--- src/rtl/idma_desc64_reader_gater_q_if.sv ---
// Handshake bundle between the desc64 reader R channel, the flush command
// source and the burst gater. The slave modport is the gater's view.
interface idma_desc64_reader_gater_q_if #(
  parameter int unsigned FlushWidth = 4
);
  logic [FlushWidth-1:0] flush_i;
  logic                  flush_valid_i;
  logic                  flush_ready_o;
  logic                  r_valid_i;
  logic                  r_ready_o;
  logic                  r_last_i;
  logic                  r_valid_o;
  logic                  r_ready_i;
  logic                  busy_o;
  logic                  drop_o;

  modport slave (
    input  flush_i, flush_valid_i, r_valid_i, r_last_i, r_ready_i,
    output flush_ready_o, r_ready_o, r_valid_o, busy_o, drop_o
  );

  modport master (
    output flush_i, flush_valid_i, r_valid_i, r_last_i, r_ready_i,
    input  flush_ready_o, r_ready_o, r_valid_o, busy_o, drop_o
  );
endinterface

--- src/rtl/idma_desc64_reader_gater_q.sv ---
// Queued burst gater for the desc64 descriptor-reader R channel.
// Flush commands are queued; each one lets the in-flight burst finish and
// then swallows a given number of bursts (or beats) by holding ready high
// and hiding valid from the descriptor parser.
module idma_desc64_reader_gater_q #(
  parameter int unsigned FlushWidth = 4,
  parameter int unsigned FlushDepth = 4,
  parameter bit          CountBeats = 1'b0
) (
  input logic                          clk_i,
  input logic                          rst_i,
  idma_desc64_reader_gater_q_if.slave  bus
);

  localparam int unsigned PtrW = (FlushDepth > 1) ? $clog2(FlushDepth) : 1;
  localparam int unsigned CntW = $clog2(FlushDepth + 1);

  typedef enum logic [1:0] {
    IDLE      = 2'd0,
    WAIT_LAST = 2'd1,
    DROP      = 2'd2
  } state_e;

  state_e                state_q;
  logic [FlushWidth-1:0] rem_q;
  logic                  in_burst_q;

  logic [FlushWidth-1:0] fifo_q [FlushDepth];
  logic [PtrW-1:0]       wr_ptr_q;
  logic [PtrW-1:0]       rd_ptr_q;
  logic [CntW-1:0]       count_q;

  logic                  fifo_empty;
  logic                  fifo_full;
  logic                  push;
  logic                  pop;
  logic [FlushWidth-1:0] head;
  logic                  gating;
  logic                  pass_hs;
  logic                  unit_done;

  function automatic logic [PtrW-1:0] next_ptr(input logic [PtrW-1:0] p);
    return (p == PtrW'(FlushDepth - 1)) ? '0 : p + PtrW'(1);
  endfunction

  assign fifo_empty = (count_q == '0);
  assign fifo_full  = (count_q == CntW'(FlushDepth));
  assign push       = bus.flush_valid_i && !fifo_full;
  assign pop        = (state_q == IDLE) && !fifo_empty;
  assign head       = fifo_q[rd_ptr_q];

  assign gating     = (state_q == DROP);
  assign pass_hs    = !gating && bus.r_valid_i && bus.r_ready_i;
  assign unit_done  = gating && bus.r_valid_i && (CountBeats || bus.r_last_i);

  assign bus.flush_ready_o = !fifo_full;
  assign bus.r_valid_o     = gating ? 1'b0 : bus.r_valid_i;
  assign bus.r_ready_o     = gating ? 1'b1 : bus.r_ready_i;
  assign bus.drop_o        = unit_done;
  assign bus.busy_o        = (state_q != IDLE) || !fifo_empty;

  // Command storage; contents need no reset because occupancy guards reads.
  always_ff @(posedge clk_i) begin
    if (push) begin
      fifo_q[wr_ptr_q] <= bus.flush_i;
    end
  end

  // Queue pointers and occupancy; push and pop may coincide.
  always_ff @(posedge clk_i) begin
    if (rst_i) begin
      wr_ptr_q <= '0;
      rd_ptr_q <= '0;
      count_q  <= '0;
    end else begin
      if (push) begin
        wr_ptr_q <= next_ptr(wr_ptr_q);
      end
      if (pop) begin
        rd_ptr_q <= next_ptr(rd_ptr_q);
      end
      case ({push, pop})
        2'b10:   count_q <= count_q + CntW'(1);
        2'b01:   count_q <= count_q - CntW'(1);
        default: count_q <= count_q;
      endcase
    end
  end

  // Tracks whether a pass-through burst has started but not yet ended.
  always_ff @(posedge clk_i) begin
    if (rst_i) begin
      in_burst_q <= 1'b0;
    end else if (gating) begin
      in_burst_q <= 1'b0;
    end else if (pass_hs) begin
      in_burst_q <= !bus.r_last_i;
    end
  end

  // Gating FSM: pick up a command, let the current burst finish, then drop.
  always_ff @(posedge clk_i) begin
    if (rst_i) begin
      state_q <= IDLE;
      rem_q   <= '0;
    end else begin
      case (state_q)
        IDLE: begin
          if (pop && (head != '0)) begin
            rem_q <= head;
            if (in_burst_q || (pass_hs && !bus.r_last_i)) begin
              state_q <= WAIT_LAST;
            end else begin
              state_q <= DROP;
            end
          end
        end
        WAIT_LAST: begin
          if (pass_hs && bus.r_last_i) begin
            state_q <= DROP;
          end
        end
        DROP: begin
          if (unit_done) begin
            rem_q <= rem_q - FlushWidth'(1);
            if (rem_q == FlushWidth'(1)) begin
              state_q <= IDLE;
            end
          end
        end
        default: begin
          state_q <= IDLE;
        end
      endcase
    end
  end

endmodule

--- src/flat_wrapper.sv ---
// flat-port wrapper written by rule: the top's interface ports become plain ports
module idma_desc64_reader_gater_q_flat 
#(
  parameter int unsigned FlushWidth = 4,
  parameter int unsigned FlushDepth = 4,
  parameter bit          CountBeats = 1'b0
)
  (clk_i, rst_i, bus_flush_i, bus_flush_valid_i, bus_r_valid_i, bus_r_last_i, bus_r_ready_i, bus_flush_ready_o, bus_r_ready_o, bus_r_valid_o, bus_busy_o, bus_drop_o);
  idma_desc64_reader_gater_q_if #(.FlushWidth(FlushWidth)) bus_i ();
  input logic clk_i;
  input logic rst_i;
  input wire logic [$bits(bus_i.flush_i)-1:0] bus_flush_i;
  input wire logic [$bits(bus_i.flush_valid_i)-1:0] bus_flush_valid_i;
  input wire logic [$bits(bus_i.r_valid_i)-1:0] bus_r_valid_i;
  input wire logic [$bits(bus_i.r_last_i)-1:0] bus_r_last_i;
  input wire logic [$bits(bus_i.r_ready_i)-1:0] bus_r_ready_i;
  output wire logic [$bits(bus_i.flush_ready_o)-1:0] bus_flush_ready_o;
  output wire logic [$bits(bus_i.r_ready_o)-1:0] bus_r_ready_o;
  output wire logic [$bits(bus_i.r_valid_o)-1:0] bus_r_valid_o;
  output wire logic [$bits(bus_i.busy_o)-1:0] bus_busy_o;
  output wire logic [$bits(bus_i.drop_o)-1:0] bus_drop_o;
  assign bus_i.flush_i = bus_flush_i;
  assign bus_i.flush_valid_i = bus_flush_valid_i;
  assign bus_i.r_valid_i = bus_r_valid_i;
  assign bus_i.r_last_i = bus_r_last_i;
  assign bus_i.r_ready_i = bus_r_ready_i;
  assign bus_flush_ready_o = bus_i.flush_ready_o;
  assign bus_r_ready_o = bus_i.r_ready_o;
  assign bus_r_valid_o = bus_i.r_valid_o;
  assign bus_busy_o = bus_i.busy_o;
  assign bus_drop_o = bus_i.drop_o;
  idma_desc64_reader_gater_q #(.FlushWidth(FlushWidth), .FlushDepth(FlushDepth), .CountBeats(CountBeats)) u_core (.clk_i(clk_i), .rst_i(rst_i), .bus(bus_i));
endmodule
--- config.mk ---
export PLATFORM = sky130hd
export DESIGN_NAME = idma_desc64_reader_gater_q_flat
export DESIGN_NICKNAME = d
export VERILOG_FILES = /design/src/rtl/idma_desc64_reader_gater_q_if.sv /design/src/rtl/idma_desc64_reader_gater_q.sv /design/src/flat_wrapper.sv
export SDC_FILE = /design/constraint.sdc
export NUM_CORES = 1
export LEC_CHECK = 0
export CAP_MARGIN = 20
export CORE_MARGIN = 4
export CORE_UTILIZATION = 44
export DETAILED_ROUTE_END_ITERATION = 10
export SLEW_MARGIN = 20
export SYNTH_ARGS = -nofsm -noshare
export SYNTH_HDL_FRONTEND = slang
export SYNTH_SLANG_ARGS = --single-unit
--- constraint.sdc ---
create_clock -name clk_i -period 3.6 [get_ports clk_i]
set_clock_uncertainty 0.15 [all_clocks]
set_input_delay 0.36 -clock clk_i [delete_from_list [all_inputs] [get_ports clk_i]]
set_output_delay 0.36 -clock clk_i [all_outputs]
set_load 0.005 [all_outputs]
-- Word level (Yosys, flattened, before mapping)
Memories as Yosys holds them, arrays and structs flattened. A register that Yosys moved wholly into a read port is not among the register bits.
Cells that the tools add are included.
- bits in registers: 14
- memory bits (writable): 16
- input bits: 10
- output and inout bits: 5
- word-level logic and storage cells: 66
- memories: 1
- add/sub/neg operators: 5
- eq/ne operators: 12
- mux-type cells: 18
- reduce and logical (&&, ||, !) cells: 24
- memories (name ; depth ; bits a word ; read ports ; clocked after memory_dff ; wr ports ; RTL line ; source):
    u_core.fifo_q ; 4 ; 4 ; 1 ; 1 ; 1 ; idma_desc64_reader_gater_q.sv:28 ; logic [FlushWidth-1:0] fifo_q [FlushDepth];
- operator list (kind ; number):
    2-bit two-way mux ; 9
    1-bit logical AND ; 9
    2-bit == test, second input constant ; 4
    4-bit two-way mux ; 2
    4-bit one-hot mux with 2 select lines ; 1
    2-bit != test, second input constant ; 3
    2-bit one-hot mux with 3 select lines ; 1
    3-bit one-hot mux with 2 select lines ; 1
    2-bit nonzero test ; 3
    2-bit by 1-bit adder with 2-bit output, second input constant ; 2
    2-bit by 1-bit == test with 1-bit output, second input constant ; 2
    4-bit by 1-bit == test with 1-bit output, second input constant ; 1
    1-bit zero test ; 4
    1-bit two-way mux ; 4
    4-bit AND reduction ; 1
    4-bit nonzero test ; 1
    4-bit by 1-bit subtractor with 4-bit output, second input constant ; 1
    3-bit by 1-bit adder with 3-bit output, second input constant ; 1
    3-bit == test, second input constant ; 1
    3-bit zero test ; 1
    3-bit AND reduction ; 1
    3-bit by 1-bit subtractor with 3-bit output, second input constant ; 1
    2-bit zero test ; 1
    1-bit logical OR ; 2
    2 further kinds ; 2

-- Longest topological paths before layout
Gate-level depths: netlist of the first run.
- word-level depth: 9
- gate-level depth with buffers: 9

-- Worst setup path before layout of the first run
No wires, ideal clock.
- path kind: register -> register
- from: reg u_core.count_q[0]
- to: reg u_core.count_q[2]
- setup time: 0.071 ns
- data arrival time: 2.200 ns
- slack: 1.179 ns
- cell stages (with the launch flop): 10
- path buffers: 1
- cell sequence: dfxtp_1 or3b_2 clkbuf_1 nand2_1 ha_1 inv_1 fa_1 xor2_1 or3_1 a21oi_1
- longest elaborated chain between the ends: 5
- elaborated cells between the ends (all ways): 12
- classes of those cells: add/sub (2); eq/ne (3); mux (1); reduce/logical (6)
- ends and longest elaborated chain (item ; RTL line ; source):
    from (decl) ; idma_desc64_reader_gater_q.sv:31 ; logic [CntW-1:0] count_q;
    from (signal assigned) ; idma_desc64_reader_gater_q.sv:83 ; 2'b10: count_q <= count_q + CntW'(1);
    from (signal assigned) ; idma_desc64_reader_gater_q.sv:84 ; 2'b01: count_q <= count_q - CntW'(1);
    from (signal assigned) ; idma_desc64_reader_gater_q.sv:85 ; default: count_q <= count_q;
    3-bit == test * ; idma_desc64_reader_gater_q.sv:47 ; assign fifo_full = (count_q == CntW'(FlushDepth));
    1-bit zero test * ; - ;
    net bus_flush_ready_o ; flat_wrapper.sv:17 ; output wire logic [$bits(bus_i.flush_ready_o)-1:0] bus_flush_ready_o;
    1-bit logical AND * ; idma_desc64_reader_gater_q.sv:48 ; assign push = bus.flush_valid_i && !fifo_full;
    2-bit by 1-bit == test with 1-bit output / 2-bit == test (equally long branches) ; idma_desc64_reader_gater_q.sv:82 ; case ({push, pop})
    3-bit one-hot mux with 2 select lines / 2-bit nonzero test (equally long branches) ; - ;
The timed path passes the listed nets; every way through them passes the cells marked *.
A chain may end at the register's enable or synchronous reset.

-- Worst setup path after layout of the first run
- from: reg u_core.state_q[1]
- to: out bus_drop_o
- longest elaborated chain between the ends: 3
- ends and longest elaborated chain (item ; RTL line ; source):
    from (decl) ; idma_desc64_reader_gater_q.sv:24 ; state_e state_q;
    from (signal assigned) ; idma_desc64_reader_gater_q.sv:104 ; state_q <= IDLE;
    from (signal assigned) ; idma_desc64_reader_gater_q.sv:112 ; state_q <= WAIT_LAST;
    from (signal assigned) ; idma_desc64_reader_gater_q.sv:114 ; state_q <= DROP;
    2-bit == test ; idma_desc64_reader_gater_q.sv:52 ; assign gating = (state_q == DROP);
    1-bit logical AND (2 in series) ; idma_desc64_reader_gater_q.sv:54 ; assign unit_done = gating && bus.r_valid_i && (CountBeats || bus.r_last_i);
    to (decl) ; flat_wrapper.sv:21 ; output wire logic [$bits(bus_i.drop_o)-1:0] bus_drop_o;
No other way between the ends.

==> flow_metrics.tcl, run 1 <==
set metrics [dict create \
    syn_area_sq_um 1549 \
    ys_top_cells_by_area "edfxtp_1 (31%), dfxtp_1 (21%), ha_1 (6.5%)" \
    post_cts_buffers 0 \
    fin_util_pct 53.42 \
    grt_pass1_vias 1130 \
    leakagePower_nw 0.6497 \
    critPathLaunch "u_core.state_q[1]" \
    gr-total-overflow 0 \
    cp_top_family "buffers and inverters" \
    crit_slowest_cell "clkdlybuf4s50_1" \
    drtIter0Drc 109 \
    gp_congestion 0.7870 \
    yosysSeqAreaShare_pct 51.70 \
    ant_nets 0 \
    routed_wl_um 2895 \
    grt.total_usage_pct 15.13 \
    critical_path_class "reg -> out" \
    max_stage_delay_ns 0.53 \
    grt_max_degree 16 \
    cts-resized-gates 0 \
    die_y_um 67.34 \
    ys_types 37 \
    status "complete, no violations" \
    hold_viol_final 0 \
    regArea_sq_um 800.8 \
    cp_num_buf_inv 2 \
    syn_inst 138 \
    portBuffers 14 \
    drc 0 \
    first_pass_iters 4 \
    ys.flop_type "edfxtp_1" \
    r2r_cells 8 \
    hp-class "reg -> reg" \
    ys_warn_count 0 \
    timing.final.max_slew_violations 0 \
    setup_violations 0 \
    whs_path_depth 2 \
    cts_tree "yes" \
    cts_buffers 5 \
    area_delta_synth_final_pct 15.99 \
    postPlaceCellArea_sq_um 1735 \
    core-area_sq_um 3363 \
    grt_pass1_wl_um 5023 \
    std_cell_rows 21 \
    final.min_clock_period_ns 2.607 \
    cp_cell_sequence "nor2b_1 -> nand3_1 -> inv_1 -> clkdlybuf4s50_1" \
    num_io_pins 15 \
    rsz0062_at_grt "no" \
    reg2reg_slack_ns 1.04 \
    nFillCells 332 \
    drive_gt1_share_pct 11.46 \
    fmax_ghz 0.3836 \
    slew_headroom_pct 61.26 \
    synth_common_cells "dfxtp_1 (16), edfxtp_1 (16), nor2_1 (13)" \
    worstMarginPinSlew_ns 0.5793 \
    drv_cap 0 \
    synth_top_area_share_pct 31.02 \
    required_ns 3.09 \
    worstPathArrival_ns 2.10 \
    cts_hold_buffers 0 \
    cts_buffer_depth 2 \
    clkSlewWorstSetupHoldPaths_ns 0.11 \
    worstSetupStartpointType "flip-flop" \
    cts_sinks 32 \
    start_util_pct 46.06 \
    ir_drop_mv 0.3361 \
    reg2reg_from "u_core.count_q[2]" \
    synth_seq_cells 32 \
    fp.dieArea_sq_um 4534 \
    nNetsFinal 175 \
    regToRegEndpoint "u_core.count_q[2]" \
    viasPerCell 5.453 \
    synth_fp_nets 157 \
    antenna_found_initial 0 \
    yosys.area.top_type "edfxtp_1" \
    synth-edff-count 16 \
    fp.dieW_um 67.34 \
    min-delay-start "u_core.rd_ptr_q[1]" \
    power.density_nw_per_um2 737.1 \
    cp_max_fo 6 \
    setup_tns_ns 0 \
    fin_area_sq_um 1797 \
    vias 1107 \
    dpl.cell_count 195 \
    whs_ns 0.3335 \
    ys_async_sr_fraction_pct 0 \
    crit_path_end_kind "primary output" \
    timing.final.crit_share_pct 72.41 \
    wl_per_cell_um 14.26 \
    cts.htree.levels 2 \
    fin_cells 203 \
    avgSynthCellArea_sq_um 11.22 \
    diodes 0 \
    clock_latency_ns 0.33 \
    multi_input_area_sq_um 703.2 \
    dpl.hpwl_um 2200 \
    cts_root_buffer "clkbuf_4" \
]
-- tightest hold or removal path, delay by kind of cell, from the launching register on --
kind             cells  cell delay, ns
AO/OA/AOI/OAI        1            0.07
flip-flops           1            0.33
AND/OR/NAND/NOR      1            0.05
-- final cells by class --
| type | instances | area share, % |
|---|---|---|
| repair buffers | 14 | 7.799 |
| clock buffers | 5 | 2.089 |
| clock inverters | 3 | 1.323 |
| inverters | 9 | 1.880 |
| well taps | 46 | 3.203 |
| flip-flops and latches | 32 | 44.57 |
| multi-input cells | 94 | 39.14 |
-- cells in the final DEF, fill, tap and decap left out, types with 2 or more instances in the layout --
| master | synthesis | final |
|---|---|---|
| a211oi_1 | 2 | 2 |
| mux4_2 | 3 | 3 |
| a21oi_1 | 10 | 10 |
| clkinvlp_4 | 0 | 2 |
| o21ai_0 | 4 | 4 |
| nand2_1 | 11 | 11 |
| inv_1 | 9 | 9 |
| or3_1 | 4 | 4 |
| a41oi_1 | 2 | 2 |
| nor2b_1 | 3 | 3 |
| clkbuf_4 | 0 | 5 |
| nand2b_1 | 3 | 3 |
| and3_1 | 4 | 4 |
| edfxtp_1 | 16 | 16 |
| nor3_1 | 4 | 4 |
| nor2_1 | 13 | 13 |
| nand3_1 | 3 | 3 |
| clkdlybuf4s50_1 | 0 | 14 |
| ha_1 | 8 | 8 |
| dfxtp_1 | 16 | 16 |
| xor2_1 | 2 | 2 |
-- worst max path at each step --
| stage | end | slack [ns] | cells past startpoint |
|---|---|---|---|
| after floorplan | u_core.count_q[2] | 1.18 | 9 |
| after global placement | u_core.count_q[2] | 1.19 | 8 |
| after detailed placement | u_core.count_q[2] | 1.05 | 8 |
| after CTS | bus_drop_o | 0.98 | 4 |
| after global routing | bus_drop_o | 0.83 | 4 |
| final | bus_drop_o | 0.99 | 4 |
-- state kept, by name, summed over array words and instances (netlist names), named ones only --
| name | cells |
|---|---|
| u_core.fifo_q | 16 |
| u_core.wr_ptr_q | 2 |
| u_core.rd_ptr_q | 2 |
| u_core.in_burst_q | 1 |
| u_core.count_q | 3 |
| u_core.state_q | 2 |
| u_core.rem_q | 4 |
-- per-stage QoR --
step	setup WS, ns	power (mW)
CTS	0.9786	1.338
global route	0.8292	1.441
floorplan	1.179	0.9597
global placement	1.188	1.107
detailed placement	1.054	1.121
finish	0.9932	1.324
-- power by group --
group | internal, mW | leakage, nW | switching (mW)
clock | 0.0768 | 0.0274 | 0.137
sequential | 0.463 | 0.278 | 0.0768
combinational | 0.265 | 0.344 | 0.305
total | 0.805 | 0.650 | 0.519
-- per-layer routing --
| layer | wire length [um] | vias to the layer above | global-route usage [%] |
|---|---|---|---|
| met4 | 23 | 0 | 6.835 |
| met5 | 0 | - | 0 |
| met1 | 1255 | 535 | 17.37 |
| met2 | 1501 | 24 | 26.13 |
| met3 | 116 | 4 | 4.160 |
| li1 | - | 544 | - |
-- logic make-up after synthesis --
logic type / after synthesis / share of synthesized area (%)
and+or+nand+nor: 52 / 18.09
xor gates and xnor gates: 2 / 1.131
buffers and inverters: 12 / 2.908
adders and majority gates: 9 / 7.755
muxes: 5 / 6.785
DFF: 32 / 51.70
AOI/OAI and AO/OA: 26 / 11.63
Power figures use the tool's default switching activity.
==> run 2, diff against run 1 <==
==> constraint.sdc (replaced) <==
create_clock -name clk_i -period 2.5 [get_ports clk_i]
set_clock_uncertainty 0.15 [all_clocks]
set_input_delay 0.25 -clock clk_i [delete_from_list [all_inputs] [get_ports clk_i]]
set_output_delay 0.25 -clock clk_i [all_outputs]
set_load 0.005 [all_outputs]
==> run 2 against run 1 <==
Final area is 2.9% higher. Core utilization is 1.5 points higher. Sequential power is 46% higher. Sequential share of layout area is 0.97 points lower. Via count is 0.27% higher. Hold slack worse by 0.0019 ns. Clock power is 43% higher. Count of clock-buffer cells in the layout is 2 higher. Worst setup slack worse by 0.83 ns. Sequential cell count stayed put. Cell count is 2.0% higher. Critical path depth is 5 higher. Critical endpoint is now u_core.count_q[2].
==> flow_metrics.tcl, run 2 (synthesized netlist as in run 1, its figures left out) <==
set metrics [dict create \
    status "complete, no violations" \
    drv_cap 0 \
    timing.final.max_slew_violations 0 \
    hp-class "reg -> reg" \
    power.density_nw_per_um2 1075 \
    cts_tree "yes" \
    cp_max_fo 5 \
    r2r_cells 9 \
    final.min_clock_period_ns 2.334 \
    rsz0062_at_grt "no" \
    std_cell_rows 21 \
    grt_pass1_vias 1140 \
    grt.total_usage_pct 15.87 \
    cts.htree.levels 2 \
    cts_hold_buffers 0 \
    whs_path_depth 2 \
    crit_path_end_kind "flip-flop" \
    worstSetupStartpointType "flip-flop" \
    nFillCells 311 \
    cts_root_buffer "clkbuf_4" \
    grt_max_degree 16 \
    regToRegEndpoint "u_core.count_q[2]" \
    timing.final.crit_share_pct 93.35 \
    portBuffers 14 \
    top_usage_layer "met2" \
    grt_pass1_wl_um 5168 \
    drc 0 \
    min-delay-start "u_core.rd_ptr_q[1]" \
    cts_sinks 32 \
    setup_tns_ns 0 \
    leakagePower_nw 0.6760 \
    drive_gt1_share_pct 15.53 \
    viasPerCell 5.362 \
    fp.dieArea_sq_um 4534 \
    fin_util_pct 54.95 \
    use_met3_pct 6.656 \
    area_delta_synth_final_pct 19.31 \
    routed_wl_um 2960 \
    gp_congestion 0.8519 \
    clock_latency_ns 0.32 \
    ir_drop_mv 0.4287 \
    nNetsFinal 179 \
    cts_buffer_depth 2 \
    first_pass_iters 5 \
    start_util_pct 46.06 \
    die_y_um 67.34 \
    multi_input_area_sq_um 718.2 \
    slew_headroom_pct 61.40 \
    critPathMostFrequentCell "inv_1" \
    hold_viol_final 0 \
    top_regs "u_core.fifo_q x16, u_core.rem_q x4, u_core.count_q x3" \
    max_stage_delay_ns 0.42 \
    fp.dieW_um 67.34 \
    critical_path_class "reg -> reg" \
    crit_slowest_cell "dfxtp_1" \
    final_common_cell "edfxtp_1" \
    cp_cell_sequence "or3_4 -> nand2_1 -> inv_1 -> ha_1 -> inv_1 -> fa_1 -> xor2_1 -> or3_1 -> a21oi_1" \
    diodes 0 \
    antenna_found_initial 0 \
    worstMarginPinSlew_ns 0.5771 \
    clkSlewWorstSetupHoldPaths_ns 0.09 \
    hold_path_end "u_core.rd_ptr_q[1]" \
    drtIter0Drc 99 \
    dpl.hpwl_um 2226 \
    cts_buffers 5 \
    wl_per_cell_um 14.30 \
    met2_usage_pct 25.40 \
    required_ns 2.59 \
    reg2reg_from "u_core.count_q[1]" \
    reg2reg_slack_ns 0.17 \
    vias 1110 \
    num_io_pins 15 \
    fmax_ghz 0.4285 \
    p_total_mw 1.987 \
    core-area_sq_um 3363 \
    global_route.usage.met1_pct 18.22 \
    regArea_sq_um 805.8 \
    worstPathArrival_ns 2.42 \
    setup_violations 0 \
    ant_nets 0 \
    gr-total-overflow 0 \
    top_register "u_core.fifo_q" \
    largest_reg_flops 16 \
    layout_common_cells "edfxtp_1 (16), dfxtp_1 (14), clkdlybuf4s50_1 (14)" \
]
run 2: worst max-delay path: cells and delay by family (launching register included):
kind / cells / cell delay (ns)
compound gates: 1 / 0.15
xor+xnor: 1 / 0.16
flops: 1 / 0.42
simple gates: 3 / 0.56
fa+ha+maj: 2 / 0.58
buf+inv: 2 / 0.22
run 2: area by class of cell:
type | count | area share (%)
Clock inverter | 1 | 0.4062
Multi-Input combinational cell | 94 | 38.86
Sequential cell | 32 | 43.60
Clock buffer | 7 | 2.979
Tap cell | 46 | 3.114
Timing Repair Buffer | 18 | 9.208
Inverter | 9 | 1.828
run 2: routing by layer:
metal,vias up,wire (um)
met5,-,0
met4,0,43
met3,6,100
met2,22,1477
met1,528,1338
li1,554,-
run 2: repair_timing:
item / CTS / global route
setup buffers: 0 / 0
pin swaps: 0 / 1
setup endpoints to repair: 1 / 1
gates resized for setup: 1 / 6
run 2: worst max-delay path by stage:
stage | start | endpoint | slack, ns | cells after the start
5_1_grt | u_core.count_q[1] | u_core.count_q[2] | 0.02 | 9
2_1_floorplan | u_core.count_q[0] | u_core.count_q[2] | 0.08 | 9
4_1_cts | u_core.count_q[0] | u_core.count_q[2] | 0.003 | 8
3_3_place_gp | u_core.count_q[0] | u_core.count_q[2] | 0.14 | 8
6_report | u_core.count_q[1] | u_core.count_q[2] | 0.17 | 9
3_5_place_dp | u_core.count_q[2] | u_core.count_q[2] | 0.02 | 8
run 2: power by group:
group	internal, mW	switching (mW)	total, mW
clock network	0.138	0.169	0.307
logic	0.436	0.458	0.894
registers	0.671	0.115	0.786
run 2: through the flow:
stage                     hold slack, ns  cell area (sq um)  cells  setup WS (ns)
final                             0.3316               1848    207         0.1661
after global routing              0.3771               1848    207        0.02315
after CTS                         0.3363               1829    207       0.003079
after detailed placement          0.3219               1765    199        0.02262
after global placement            0.3195               1765    199         0.1372
after floorplan                   0.1716               1549    138        0.07900
==> run 3, diff against run 2 <==
--- a/config.mk
+++ b/config.mk
@@ -9,6 +9,7 @@
 export CORE_MARGIN = 4
 export CORE_UTILIZATION = 44
 export DETAILED_ROUTE_END_ITERATION = 10
+export SETUP_SLACK_MARGIN = 0.4
 export SLEW_MARGIN = 20
 export SYNTH_ARGS = -nofsm -noshare
 export SYNTH_HDL_FRONTEND = slang
==> run 3 against run 2 <==
First-iteration DRC count increased by 56%. Sequential cell count unchanged. Final area increased by 4.7%. Die area unchanged. Power increased by 7.5%. Sequential power increased by 1%. Count of clock-buffer cells in the layout decreased by 1. Clock power decreased by 9.1%. Fmax increased by 7.5%. Cell count increased by 2.9%. Sequential share of layout area decreased by 1.6 points. Core utilization increased by 2.6 points. Critical path type unchanged. Highest routed layer unchanged.
==> flow_metrics.tcl, run 3 (synthesized netlist as in run 1, its figures left out) <==
set metrics [dict create \
    combPwrFrac_pct 49.7 \
    core-area_sq_um 3363 \
    largest_reg_flops 16 \
    max_stage_delay_ns 0.39 \
    final_common_cell "edfxtp_1" \
    cts_root_buffer "clkbuf_4" \
    grt.total_usage_pct 16.53 \
    antenna_found_initial 0 \
    leakagePower_nw 0.7021 \
    status "complete, no violations" \
    diodes 0 \
    std_cell_rows 21 \
    worstPathArrival_ns 2.28 \
    required_ns 2.61 \
    cts.htree.levels 2 \
    internal_power_mw 1.332 \
    cts_buffer_depth 2 \
    cts_sinks 32 \
    grt_pass1_wl_um 5271 \
    cts_buffers 5 \
    grt_max_degree 16 \
    crit_slowest_cell "or3b_4" \
    wl_per_cell_um 14.22 \
    cp_cell_sequence "or3b_4 -> nand2_4 -> ha_4 -> inv_2 -> fa_2 -> xor2_1 -> or3_1 -> a21oi_2" \
    cts_hold_buffers 0 \
    dpl.hpwl_um 2167 \
    vias 1151 \
    worstSetupStartpointType "flip-flop" \
    p_sw_mw 0.8043 \
    setup_tns_ns 0 \
    cp_max_fo 5 \
    nNetsFinal 185 \
    ir_drop_mv 0.6574 \
    critical_path_class "reg -> reg" \
    top_register "u_core.fifo_q" \
    p_clk_share_pct 13.1 \
    fp.dieArea_sq_um 4534 \
    grt_pass1_vias 1179 \
    cts_tree "yes" \
    first_pass_iters 4 \
    slew_headroom_pct 60.38 \
    worstMarginPinSlew_ns 0.5924 \
    nFillCells 319 \
    swShare_pct 37.64 \
    seq_power_share_pct 37.3 \
    timing.final.max_slew_violations 0 \
    drive_gt1_share_pct 26.95 \
    rsz0062_at_grt "yes" \
    gr-total-overflow 0 \
    hp-class "reg -> reg" \
    setup_ws_ns 0.3288 \
    hold_viol_final 0 \
    top_regs "u_core.fifo_q x16, u_core.rem_q x4, u_core.count_q x3" \
    gp_congestion 0.8475 \
    place_ws_ns 0.1432 \
    viasPerCell 5.404 \
    crit_path_end_kind "flip-flop" \
    drv_cap 0 \
    fmax_ghz 0.4606 \
    layout_common_cells "edfxtp_1 (16), clkdlybuf4s50_1 (13), nor2_1 (11), dfxtp_1 (11), buf_4 (10)" \
    dpl.cell_count 196 \
    routed_wl_um 3028 \
    area_delta_synth_final_pct 24.88 \
    fp.dieW_um 67.34 \
    timing.final.crit_share_pct 86.85 \
    power.density_nw_per_um2 1105 \
    fin_cells 213 \
    setup_violations 0 \
    portBuffers 14 \
    num_io_pins 15 \
    final.min_clock_period_ns 2.171 \
    drc 0 \
    die_y_um 67.34 \
    ant_nets 0 \
    clock_latency_ns 0.34 \
    drtIter0Drc 154 \
    clkSlewWorstSetupHoldPaths_ns 0.09 \
    start_util_pct 46.06 \
]
-- run 3: cell count changes in the layout (fill, tap and decap cells not counted), sizes merged --
cell,change
dlymetal6s2s,+1
clkbuf,-1
clkdlybuf4s50,-1
buf,+6
clkinv,+1
-- run 3: layer usage --
layer | vias up | track usage [%] | share of wire [%]
li1 | 568 | - | -
met2 | 21 | 27.24 | 49
met4 | 0 | 7.848 | 2.0
met5 | - | 0 | 0
met3 | 6 | 7.321 | 4.5
met1 | 556 | 18.16 | 44
-- run 3: area by class of cell --
type	count	area, sq um	share of cell area [%]
Clock buffer	6	41.29	2.135
Clock inverter	2	11.26	0.5821
Inverter	9	36.28	1.876
Multi-Input combinational cell	94	758.2	39.20
Sequential cell	32	812.0	41.98
Tap cell	46	57.56	2.975
Timing Repair Buffer	24	217.7	11.25
-- run 3: final timing paths --
| kind | from | to | slack [ns] | cells past startpoint |
|---|---|---|---|---|
| setup / recovery | u_core.count_q[2] | u_core.count_q[2] | 0.33 | 8 |
| hold / removal | u_core.rd_ptr_q[0] | flip-flop | 0.33 | 2 |
| setup reg to reg | u_core.count_q[2] | u_core.count_q[2] | 0.33 | 8 |
| hold reg to reg | u_core.rd_ptr_q[0] | flip-flop | 0.33 | 2 |
-- run 3: through the flow --
stage	instance area [sq um]	util (%)	hold slack (ns)	total power, mW
detailed placement	1772	52.68	0.3267	1.678
CTS	1877	55.80	0.3385	2.041
global route	1934	57.51	0.3727	2.331
floorplan	1588	-	0.1716	1.430
global placement	1772	52.68	0.3317	1.650
finish	1934	57.51	0.3320	2.137
-- run 3: power groups by stage --
| stage | Sequential, mW | Combinational (mW) | Clock [mW] |
|---|---|---|---|
| 2_1_floorplan | 0.762 | 0.667 | 0 |
| 3_3_place_gp | 0.785 | 0.864 | 0 |
| 3_5_place_dp | 0.793 | 0.884 | 0 |
| 4_1_cts | 0.793 | 0.961 | 0.288 |
| 5_1_grt | 0.819 | 1.19 | 0.326 |
| 6_report | 0.796 | 1.06 | 0.279 |
-- run 3: critical path: cells and delay by family (launching register included) --
family | cells | cell delay [ns]
AO/OA/AOI/OAI | 1 | 0.12
adder cells (fa/ha/maj) | 2 | 0.46
XOR/XNOR | 1 | 0.16
AND/OR/NAND/NOR | 3 | 0.79
buffers and inverters | 1 | 0.03
flip-flops | 1 | 0.37
-- run 3: what timing repair did --
item	4_1_cts	5_1_grt
pin swaps	4	6
cloned	0	0
gates resized for setup	11	9
buffers inserted	4	5
endpoints found under the setup margin	7	11
